===== config.mk =====
export PLATFORM = sky130hd
export DESIGN_NAME = wb_regfile
export DESIGN_NICKNAME = d
export VERILOG_FILES = /design/src/rtl/wb_regfile_pkg.sv /design/src/rtl/wb_regfile_rf.sv /design/src/rtl/wb_regfile.sv
export SDC_FILE = /design/constraint.sdc
export NUM_CORES = 1
export LEC_CHECK = 0
export ABC_CLOCK_PERIOD_IN_PS = 1900
export CORE_MARGIN = 2
export CORE_UTILIZATION = 55
export CTS_CLUSTER_DIAMETER = 50
export DETAILED_ROUTE_END_ITERATION = 10
export PLACE_DENSITY = 0.81
export SYNTH_ARGS = -nofsm -noshare
export SYNTH_HDL_FRONTEND = slang
export SYNTH_SLANG_ARGS = --single-unit
export TNS_END_PERCENT = 20

===== constraint.sdc =====
create_clock -name CLK -period 1.9 [get_ports CLK]
set_input_delay 0.19 -clock CLK [delete_from_list [all_inputs] [get_ports CLK]]
set_output_delay 0.19 -clock CLK [all_outputs]
set_load 0.01 [all_outputs]

===== src/rtl/wb_regfile_pkg.sv =====
// Shared constants and types for the write-back stage and register file.
package wb_regfile_pkg;

    localparam int WB_DWIDTH = 16;
    localparam int WB_NREGS  = 8;
    localparam int WB_IDXW   = 3;

    // Architectural register 0 is hardwired to zero.
    localparam logic [WB_IDXW-1:0]   REG_ZERO = 3'd0;
    // Value every piece of state takes on reset.
    localparam logic [WB_DWIDTH-1:0] RST_VAL  = 16'h0000;

    // Write-back data source select.
    typedef enum logic {
        SEL_ALU = 1'b0,
        SEL_MEM = 1'b1
    } wb_sel_e;

endpackage : wb_regfile_pkg


===== src/rtl/wb_regfile_rf.sv =====
// Register array: one synchronous write port, two raw asynchronous read
// ports, asynchronous active-low clear. No zero-register or bypass logic.
module regfile_8x16
    import wb_regfile_pkg::*;
#(
    parameter int NREGS  = WB_NREGS,
    parameter int DWIDTH = WB_DWIDTH,
    parameter int IW     = $clog2(NREGS)
) (
    input  logic              clk,
    input  logic              rst_n,
    input  logic              we,
    input  logic [IW-1:0]     waddr,
    input  logic [DWIDTH-1:0] wdata,
    input  logic [IW-1:0]     raddr1,
    input  logic [IW-1:0]     raddr2,
    output logic [DWIDTH-1:0] rdata1,
    output logic [DWIDTH-1:0] rdata2
);

    logic [DWIDTH-1:0] mem_r [NREGS];

    // Array update: clear everything on reset, else write one entry when enabled
    always_ff @(posedge clk or negedge rst_n) begin
        if (!rst_n) begin
            for (int i = 0; i < NREGS; i++) begin
                mem_r[i] <= {DWIDTH{1'b0}};
            end
        end else if (we) begin
            mem_r[waddr] <= wdata;
        end
    end

    assign rdata1 = mem_r[raddr1];
    assign rdata2 = mem_r[raddr2];

endmodule : regfile_8x16


===== src/rtl/wb_regfile.sv =====
// Write-back stage: selects the commit value, applies the zero-register rule,
// bypasses the in-flight write to decode read ports, and keeps a retired-write
// counter plus a last-write record for debug.
module wb_regfile
    import wb_regfile_pkg::*;
#(
    parameter int NREGS  = WB_NREGS,
    parameter int DWIDTH = WB_DWIDTH,
    parameter int IW     = $clog2(NREGS)
) (
    input  logic              CLK,
    input  logic              Reset,
    input  logic              IRegWrite,
    input  logic              IRegStore,
    input  logic [DWIDTH-1:0] IALUResult,
    input  logic [DWIDTH-1:0] IStoreMem,
    input  logic [IW-1:0]     IRd,
    input  logic [IW-1:0]     IRs1,
    input  logic [IW-1:0]     IRs2,
    output logic [DWIDTH-1:0] ORs1Data,
    output logic [DWIDTH-1:0] ORs2Data,
    output logic [DWIDTH-1:0] OWbData,
    output logic              OWbValid,
    output logic [DWIDTH-1:0] ORetireCount,
    output logic [IW-1:0]     OLastRd,
    output logic [DWIDTH-1:0] OLastData
);

    localparam logic [DWIDTH-1:0] ZERO_DATA = {DWIDTH{1'b0}};
    localparam logic [DWIDTH-1:0] ONE_DATA  = {{(DWIDTH-1){1'b0}}, 1'b1};
    localparam logic [IW-1:0]     ZERO_IDX  = {IW{1'b0}};

    logic [DWIDTH-1:0] wb_data_s;
    logic              wb_valid_s;
    logic [DWIDTH-1:0] rf_rs1_s;
    logic [DWIDTH-1:0] rf_rs2_s;
    logic [DWIDTH-1:0] rs1_data_s;
    logic [DWIDTH-1:0] rs2_data_s;
    logic [DWIDTH-1:0] retire_cnt_r;
    logic [IW-1:0]     last_rd_r;
    logic [DWIDTH-1:0] last_data_r;

    // Commit value select: load data or ALU result
    always_comb begin
        wb_data_s = IALUResult;
        case (wb_sel_e'(IRegStore))
            SEL_MEM: wb_data_s = IStoreMem;
            SEL_ALU: wb_data_s = IALUResult;
            default: wb_data_s = IALUResult;
        endcase
    end

    // A write only counts when it targets a real register
    always_comb begin
        wb_valid_s = 1'b0;
        if (IRegWrite && (IRd != REG_ZERO)) begin
            wb_valid_s = 1'b1;
        end else begin
            wb_valid_s = 1'b0;
        end
    end

    regfile_8x16 #(
        .NREGS  (NREGS),
        .DWIDTH (DWIDTH),
        .IW     (IW)
    ) u_rf (
        .clk    (CLK),
        .rst_n  (Reset),
        .we     (wb_valid_s),
        .waddr  (IRd),
        .wdata  (wb_data_s),
        .raddr1 (IRs1),
        .raddr2 (IRs2),
        .rdata1 (rf_rs1_s),
        .rdata2 (rf_rs2_s)
    );

    // Read port 1: zero register wins, then same-cycle bypass, then the array
    always_comb begin
        rs1_data_s = ZERO_DATA;
        if (IRs1 == REG_ZERO) begin
            rs1_data_s = ZERO_DATA;
        end else if (wb_valid_s && (IRs1 == IRd)) begin
            rs1_data_s = wb_data_s;
        end else begin
            rs1_data_s = rf_rs1_s;
        end
    end

    // Read port 2: same priority as port 1, fully independent
    always_comb begin
        rs2_data_s = ZERO_DATA;
        if (IRs2 == REG_ZERO) begin
            rs2_data_s = ZERO_DATA;
        end else if (wb_valid_s && (IRs2 == IRd)) begin
            rs2_data_s = wb_data_s;
        end else begin
            rs2_data_s = rf_rs2_s;
        end
    end

    // Debug record: count commits (wrapping) and remember the latest one
    always_ff @(posedge CLK or negedge Reset) begin
        if (!Reset) begin
            retire_cnt_r <= ZERO_DATA;
            last_rd_r    <= ZERO_IDX;
            last_data_r  <= ZERO_DATA;
        end else if (wb_valid_s) begin
            retire_cnt_r <= retire_cnt_r + ONE_DATA;
            last_rd_r    <= IRd;
            last_data_r  <= wb_data_s;
        end
    end

    assign OWbData      = wb_data_s;
    assign OWbValid     = wb_valid_s;
    assign ORs1Data     = rs1_data_s;
    assign ORs2Data     = rs2_data_s;
    assign ORetireCount = retire_cnt_r;
    assign OLastRd      = last_rd_r;
    assign OLastData    = last_data_r;

endmodule : wb_regfile


[After elaboration in Yosys (flattened, before gate mapping)]
Cells that the tools add are included.
Word-level totals
  register bits after elaboration: 163
  input port bits: 45
  output and inout bits: 84
  logic and storage cells: 44
Operators by class
  add/subtract/negate cells: 1
  magnitude comparators: 4
  equal/unequal tests: 2
  muxes and demuxes: 15
  bitwise operators: 4
  reduce and logical (&&, ||, !) cells: 7
Operators with widths (count)
  16-bit two-way mux: 9
  128-bit bitwise mux: 1
  16-bit binary-select mux with 3-bit select: 2
  16-bit demux with 3-bit select: 1
  16-bit one-hot mux with 2 select lines: 1
  16-bit by 1-bit adder with 16-bit output (second input constant): 1
  4-bit >= comparator (second input constant): 3
  3-bit inverter with 4-bit output: 3
  3-bit == test: 2
  3-bit zero test: 2
  1-bit logical AND: 4
  4-bit by 1-bit less-than comparator with 1-bit output (second input constant): 1
  3-bit nonzero test: 1
  1-bit two-way mux: 1
  1-bit inverter: 1

[Depth between registers and ports, before layout]
Gate-level depths: netlist of run 1.
  word-level depth: 6
  gate-level depth with buffers: 7
  depth with buffers taken out: 5

[Hierarchy]
Synthesis of run 1 repeated with hierarchy kept, for this count alone.
Unflattened totals
  cell total of the unflattened synthesis: 637
  area, all modules: 9140.0 µm²
Modules (own cells, without submodules)
  regfile_8x16: times used 1, cells each 393, area each 7000.5 µm², sequential area each 3203.1 µm²
  wb_regfile: times used 1, cells each 244, area each 2139.6 µm², sequential area each 875.8 µm²

[Worst setup path after synthesis of run 1]
Ideal clock, no wire load.
  path type: input-to-output
  from: input port IRs2[0]
  to: output port ORs2Data[10]
  arrival: 1.499 ns
  data required time: 1.710 ns
  slack: 0.211 ns
  stages: 6
  cells stage by stage: buf_2 buf_6 mux4_2 nor2b_1 a211oi_1 a211oi_1
On the way
  longest elaborated chain between the ends: 6
  elaborated cells between the ends (all ways): 9
  those cells by class: eq/ne: 1; mux: 5; bitwise: 1; reduce/logical: 2
Ends and longest elaborated chain
  from (decl): RTL line wb_regfile.sv:19  | input logic [IW-1:0] IRs2,
  3-bit inverter with 4-bit output (not written as such): RTL line wb_regfile_rf.sv:35  | assign rdata2 = mem_r[raddr2];
  16-bit binary-select mux with 3-bit select: RTL line wb_regfile_rf.sv:35
  16-bit two-way mux (not written as such) (2 in a row): RTL line wb_regfile_rf.sv:35
  16-bit two-way mux: RTL line wb_regfile.sv:96  | end else if (wb_valid_s && (IRs2 == IRd)) begin
  16-bit two-way mux *: RTL line wb_regfile.sv:94  | if (IRs2 == REG_ZERO) begin
  to (decl): RTL line wb_regfile.sv:21  | output logic [DWIDTH-1:0] ORs2Data,
Every way passes the cells marked *; elsewhere a longest branch is shown, timed or not. The select of a mux whose other input is x is not followed.

[Final worst setup path of run 1]
  from: register u_rf.mem_r[45] (netlist name)
  to: output port ORs1Data[13]
On the way
  longest elaborated chain between the ends: 5
Ends and longest elaborated chain
  from (decl): RTL line wb_regfile_rf.sv:21  | logic [DWIDTH-1:0] mem_r [NREGS];
  from (signal, indexed assignment): RTL line wb_regfile_rf.sv:27  | mem_r[i] <= {DWIDTH{1'b0}};
  from (signal, indexed assignment): RTL line wb_regfile_rf.sv:30  | mem_r[waddr] <= wdata;
  16-bit binary-select mux with 3-bit select: RTL line wb_regfile_rf.sv:34  | assign rdata1 = mem_r[raddr1];
  16-bit two-way mux (not written as such) (2 in a row): RTL line wb_regfile_rf.sv:34
  16-bit two-way mux: RTL line wb_regfile.sv:84  | end else if (wb_valid_s && (IRs1 == IRd)) begin
  16-bit two-way mux: RTL line wb_regfile.sv:82  | if (IRs1 == REG_ZERO) begin
  to (decl): RTL line wb_regfile.sv:20  | output logic [DWIDTH-1:0] ORs1Data,
No other way between the ends. The select of a mux whose other input is x is not followed.

==> results of run 1 <==
==> state kept, by name (all words and copies together), names as in the netlist <==
| register | cells |
|---|---|
| OLastRd | 3 |
| OLastData | 16 |
| ORetireCount | 16 |
| u_rf.mem_r | 128 |
==> cell usage after synthesis (2+ instances only) <==
library cell,instances
and3_1,4
dfrtp_1,163
clkbuf_1,63
nor4_4,2
buf_6,9
mux2i_1,16
nand4_1,7
a211oi_2,2
nor2b_1,33
nor4bb_1,2
xor2_1,10
inv_1,17
buf_2,20
nor2_1,50
nor3_1,4
xnor2_1,11
buf_4,3
mux4_2,64
nand4b_1,3
o21ai_0,80
a211oi_1,62
nand2_1,94
a21oi_1,48
==> layout by cell type, fill, tap and decap left out, drive strengths merged <==
| master | n |
|---|---|
| mux2i | 16 |
| xnor2 | 11 |
| dlygate4sd3 | 1 |
| a211oi | 64 |
| o21ai | 80 |
| nand4b | 3 |
| mux4 | 64 |
| xor2 | 10 |
| clkdlybuf4s50 | 82 |
| nor4bb | 2 |
| inv | 20 |
| dlygate4sd2 | 3 |
| nor3 | 4 |
| buf | 171 |
| and4 | 1 |
| bufbuf | 3 |
| clkinvlp | 1 |
| clkinv | 3 |
| a21oi | 48 |
| nor2 | 50 |
| nor4 | 2 |
| ha | 1 |
| dlymetal6s2s | 3 |
| dfrtp | 163 |
| nand4 | 7 |
| bufinv | 4 |
| and3 | 5 |
| or3 | 1 |
| clkdlybuf4s15 | 4 |
| nand2 | 94 |
| nor2b | 33 |
| o31ai | 1 |
| nand3 | 1 |
| a22o | 1 |
| clkbuf | 23 |
==> path summary, 6_finish.rpt <==
check | from | end | slack, ps
max | u_rf.mem_r[45] | ORs1Data[13] | -420
min | IRd[1] | OLastRd[1] | 190
max reg2reg | ORetireCount[3] | ORetireCount[13] | 400
min reg2reg | u_rf.mem_r[112] | u_rf.mem_r[112] | 400
max in group asynchronous | Reset | ORetireCount[8] | 790
min in group asynchronous | Reset | u_rf.mem_r[88] | 280
==> worst max-delay path: cells and delay by family (launching register included) <==
kind	cells	cell delay, ps
mux	1	510
buf+inv	1	190
simple gates	1	190
flops	1	430
compound gates	2	370
==> kinds of logic after synthesis <==
group,Yosys count,synth area share
AO/OA/AOI/OAI,194,0.136
buffers and inverters,113,0.0620
XOR/XNOR,21,0.0216
adder cells (fa/ha/maj),1,0.00147
flip-flops,163,0.479
multiplexers,80,0.188
AND/OR/NAND/NOR,203,0.112
==> per-layer routing <==
layer / global-route usage / vias to the layer above / wire length [um]
met1: 0.477 / 3849 / 10700
met4: 0.212 / 2 / 2310
met3: 0.116 / 237 / 4020
li1: - / 3142 / -
met2: 0.582 / 758 / 14500
met5: 0 / - / 17
==> what timing repair did <==
| item | 4_1_cts | 5_1_grt |
|---|---|---|
| buffers inserted | 14 | 2 |
| setup endpoints to repair | 55 | 43 |
| cloned | 3 | 0 |
| pin swaps | 39 | 6 |
| resized for setup | 213 | 36 |
| hold endpoints to repair | 51 | 0 |
| hold buffers | 1 | 0 |
==> power by group <==
group,leakage [nW],total [W],switching (W),internal [W]
logic,2.92,0.00352,0.00172,0.00180
registers,2.01,0.00468,0.000601,0.00408
clock network,0.306,0.00373,0.00144,0.00229
==> through the flow <==
step / total power [W] / worst slack, ps
after global routing: 0.0123 / -412
final: 0.0119 / -418
after floorplan: 0.00617 / 211
after CTS: 0.0116 / -301
after detailed placement: 0.00778 / -881
after global placement: 0.00756 / -777
==> cell type report <==
class	count	area (um^2)
Multi-Input combinational cell	499	4370
Sequential cell	163	4080
Fill cell	807	3190
Timing Repair Buffer	268	2570
Clock buffer	22	464
Tap cell	188	235
Clock inverter	10	171
Inverter	18	67.6
==> flow_metrics.tcl, run 1 <==
set metrics [dict create \
    cp_slowest_cell "mux4_2" \
    final_cell_count_no_fill 1168 \
    yosys_most_used_dff "dfrtp_1" \
    post-route-period-util 1.22 \
    outcome "finished, violations left" \
    cp-end-kind "output pin" \
    fp.coreArea_um2 15100 \
    min_period_ps 2320 \
    grt_pass1_vias 8040 \
    powerDensity_nw_per_um2 998 \
    rows 45 \
    syn_nets 821 \
    post_drt_wl_per_cell_um 27.0 \
    yosys_warnings 0 \
    cpMostUsedCell "a211oi_2" \
    maxCapViolCount 0 \
    holdWs_ps 191 \
    antenna_found_initial 1 \
    start_kind "flip-flop" \
    ctsHtreeMaxLevel 4 \
    yosysTopAreaCellShare 0.479 \
    seq_area_frac_synth 0.479 \
    critPathKind "reg2out" \
    maxSlewViolCount 0 \
    irDropWorstVdd_mv 0.724 \
    power_leakage_nw 5.24 \
    num_vias 7988 \
    synth_seq_cells 163 \
    dieArea_um2 16500 \
    cp.required_ps 1710 \
    violations "setup timing" \
    drt-total-wl_um 31500 \
    insertion_delay_ps 430 \
    cp.arrival_ps 2130 \
    grt_max_degree 55 \
    vias_per_cell 6.84 \
    dp_cells 1118 \
    gr-usage-all-layers 0.376 \
    whs_path_depth 2 \
    syn2layout_area_growth_pct 40.3 \
    setup_tns_ps -8630 \
    die_height_um 128 \
    synth_edf_count 0 \
    setup_viol 32 \
    fin_util 0.789 \
    syn-cell-area_um2 8520 \
    ios 129 \
    cts_tree "done" \
    gp_congestion 0.904 \
    fmax_mhz 431 \
    numPortBuffers 128 \
    crit_fanout 3 \
    synthCells 775 \
    hpwl_um 17500 \
    cts_buffer_depth 2 \
    drc 0 \
    drt_iter0_drc 1090 \
    final_cell_area_um2 12000 \
    cts_inserted_buffers 17 \
    async_flop_share 1.00 \
    initial_utilization 0.563 \
    cts.sinks 163 \
    worstPathCellList "mux4_2 > nor2b_1 > a211oi_2 > a211oi_2 > buf_2" \
    finalNetCount 1013 \
    diodes 0 \
    clk_pin_slew_worst_paths_ps 70 \
    die_x_um 128 \
    ys_types 31 \
    max_stage_delay_ps 510 \
    min_path_type "in2reg" \
    hold_viol_final 0 \
    placed_area_um2 10800 \
    tightest_slew_ps 854 \
    relSlewSlack 0.429 \
    setup_ws_ps -418 \
    drive_gt1_frac 0.347 \
    synth_top_area_cell "dfrtp_1" \
    gr-total-overflow 0 \
    avgSynthCellArea_um2 11.0 \
    grt_pass1_wl_um 45800 \
    dr.pass1.iters 7 \
    clockRootBuffer "clkbuf_16" \
    r2r_cells 4 \
    fin_skew_ps 3.72 \
    grt_setup_unrepaired "true" \
    synthTopCellsByArea "dfrtp_1, mux4_2, a211oi_1" \
    drtAntennaViolNets 0 \
]
(Power assumes the default switching activity.)
==> run 2, diff against run 1 <==
--- a/config.mk
+++ b/config.mk
@@ -6,11 +6,13 @@
 export NUM_CORES = 1
 export LEC_CHECK = 0
 export ABC_CLOCK_PERIOD_IN_PS = 1900
+export CELL_PAD_IN_SITES_DETAIL_PLACEMENT = 2
+export CELL_PAD_IN_SITES_GLOBAL_PLACEMENT = 2
 export CORE_MARGIN = 2
-export CORE_UTILIZATION = 55
+export CORE_UTILIZATION = 36
 export CTS_CLUSTER_DIAMETER = 50
 export DETAILED_ROUTE_END_ITERATION = 10
-export PLACE_DENSITY = 0.81
+export PLACE_DENSITY_LB_ADDON = 0.1
 export SYNTH_ARGS = -nofsm -noshare
 export SYNTH_HDL_FRONTEND = slang
 export SYNTH_SLANG_ARGS = --single-unit
==> flow_metrics.tcl, run 2 (synthesis results as in run 1) <==
set metrics [dict create \
    outcome "finished, violations left" \
    violations "setup timing" \
    powerDensity_nw_per_um2 959 \
    multiInputGateArea_um2 4410 \
    setup_ws_ps -428 \
    power_frac_seq 0.394 \
    post-route-period-util 1.23 \
    cpMostUsedCell "a211oi_1" \
    drc 0 \
    cp-end-kind "output pin" \
    top_register "u_rf.mem_r" \
    cts_tree "done" \
    power.internal_w 0.00778 \
    finalNetCount 1030 \
    critPathKind "reg2out" \
    dieArea_um2 24900 \
    power.clock.fraction 0.296 \
    min_period_ps 2330 \
    cp_slowest_cell "mux4_2" \
    post_drt_wl_per_cell_um 26.3 \
    p_switching_w 0.00400 \
    fmax_mhz 429 \
    hpwl_um 22700 \
    ff_latch_area_um2 4080 \
    fp.coreArea_um2 23300 \
    drt-total-wl_um 34700 \
    irDropWorstVdd_mv 0.490 \
    cts_inserted_buffers 17 \
    die_height_um 158 \
    cts.sinks 163 \
    p_comb_frac 0.310 \
    start_kind "flip-flop" \
    gp_congestion 0.794 \
    die_x_um 158 \
    vias_per_cell 5.63 \
    place_ws_ps -1030 \
    tightest_slew_ps 503 \
    gr-total-overflow 0 \
    largest_reg_flops 128 \
    num_vias 7412 \
    max_stage_delay_ps 480 \
    ctsHtreeMaxLevel 4 \
    hold_viol_final 0 \
    crit_fanout 2 \
    drt_iter0_drc 398 \
    grt_pass1_wl_um 52000 \
    cp.arrival_ps 2140 \
    antenna_found_initial 0 \
    worstPathCellList "buf_4 > mux4_2 > nor2b_1 > a211oi_1 > a211oi_1 > buf_2" \
    grt_pass1_vias 8353 \
    maxSlewViolCount 0 \
    power_leakage_nw 5.33 \
    netSwitchingFraction 0.340 \
    initial_utilization 0.365 \
    cts_buffer_depth 2 \
    final_cell_mix "dfrtp_1, buf_4, nand2_1" \
    gr-usage-all-layers 0.286 \
    rows 56 \
    cp.required_ps 1710 \
    ios 129 \
    layout_commonest_cell "dfrtp_1" \
    grt_setup_unrepaired "true" \
    fin_util 0.527 \
    diodes 0 \
    maxCapViolCount 0 \
    nFillCells 2289 \
    min_path_type "in2async" \
    dr.pass1.iters 5 \
    setup_viol 33 \
    drive_gt1_frac 0.376 \
    fin_skew_ps 13.3 \
    numPortBuffers 128 \
    clk_pin_slew_worst_paths_ps 80 \
    syn2layout_area_growth_pct 44.2 \
    grt_max_degree 65 \
    relSlewSlack 0.665 \
    insertion_delay_ps 440 \
    drtAntennaViolNets 0 \
    clockRootBuffer "clkbuf_16" \
]
run 2: cell types whose count changed in the layout (fill, tap and decap cells not counted), moves of 6 or more:
cell / change
a211oi_1: -14
a211oi_2: +12
mux2i_4: -6
inv_8: +6
buf_4: +8
run 2: path summary, 6_finish.rpt:
check                                 from                to  slack (ps)  cells after the start
setup reg to reg           ORetireCount[3]  ORetireCount[15]         360                      4
setup / recovery            u_rf.mem_r[40]       ORs1Data[8]        -430                      6
min in group CLK                    IRd[0]        OLastRd[0]         220                      4
max in group asynchronous            Reset    u_rf.mem_r[94]         980                      3
hold / removal                       Reset      OLastData[8]         210                      2
hold reg to reg            u_rf.mem_r[125]   u_rf.mem_r[125]         400                      0
run 2: area by class of cell:
type                            count  share of cell area
Timing Repair Buffer              285               0.223
Clock buffer                       18              0.0357
Clock inverter                     14              0.0124
Sequential cell                   163               0.332
Multi-Input combinational cell    499               0.359
Inverter                           18             0.00550
Tap cell                          319              0.0325
run 2: critical path, delay by kind of cell, from the launching register on:
family          cells  cell delay (ps)
compound gates      2              370
buf+inv             2              300
flops               1              390
mux                 1              480
simple gates        1              160
run 2: through the flow:
step	instances	instance area, um^2	hold WS (ps)	power, W	TNS, ps
3_5_place_dp	1264	11100	120	0.00805	-39250
4_1_cts	1311	12200	211	0.0117	-7570
2_1_floorplan	775	8520	-106	0.00617	0
3_3_place_gp	1264	11100	116	0.00778	-32470
6_report	1316	12300	215	0.0118	-7940
5_1_grt	1316	12300	221	0.0123	-9830
run 2: power by group through the flow:
stage               combinational, W  sequential, W  clock (W)
floorplan                    0.00164        0.00453          0
CTS                          0.00355        0.00461    0.00352
detailed placement           0.00339        0.00466          0
finish                       0.00365        0.00464    0.00349
global route                 0.00391        0.00471    0.00370
global placement             0.00322        0.00455          0
run 2: metal layers:
layer	vias to the layer above	part of all wire	global-route usage
li1	3174	-	-
met1	3934	0.38	0.329
met2	240	0.54	0.528
met3	64	0.039	0.0441
met4	0	0.034	0.116
met5	-	0	0
run 2: timing repair:
item / in CTS / in global routing
gates resized for setup: 240 / 23
endpoints found under the hold margin: 37 / 0
setup endpoints to repair: 59 / 36
setup buffers: 19 / 5
hold buffers: 1 / 0
cloned: 2 / 0
pin swaps: 57 / 7
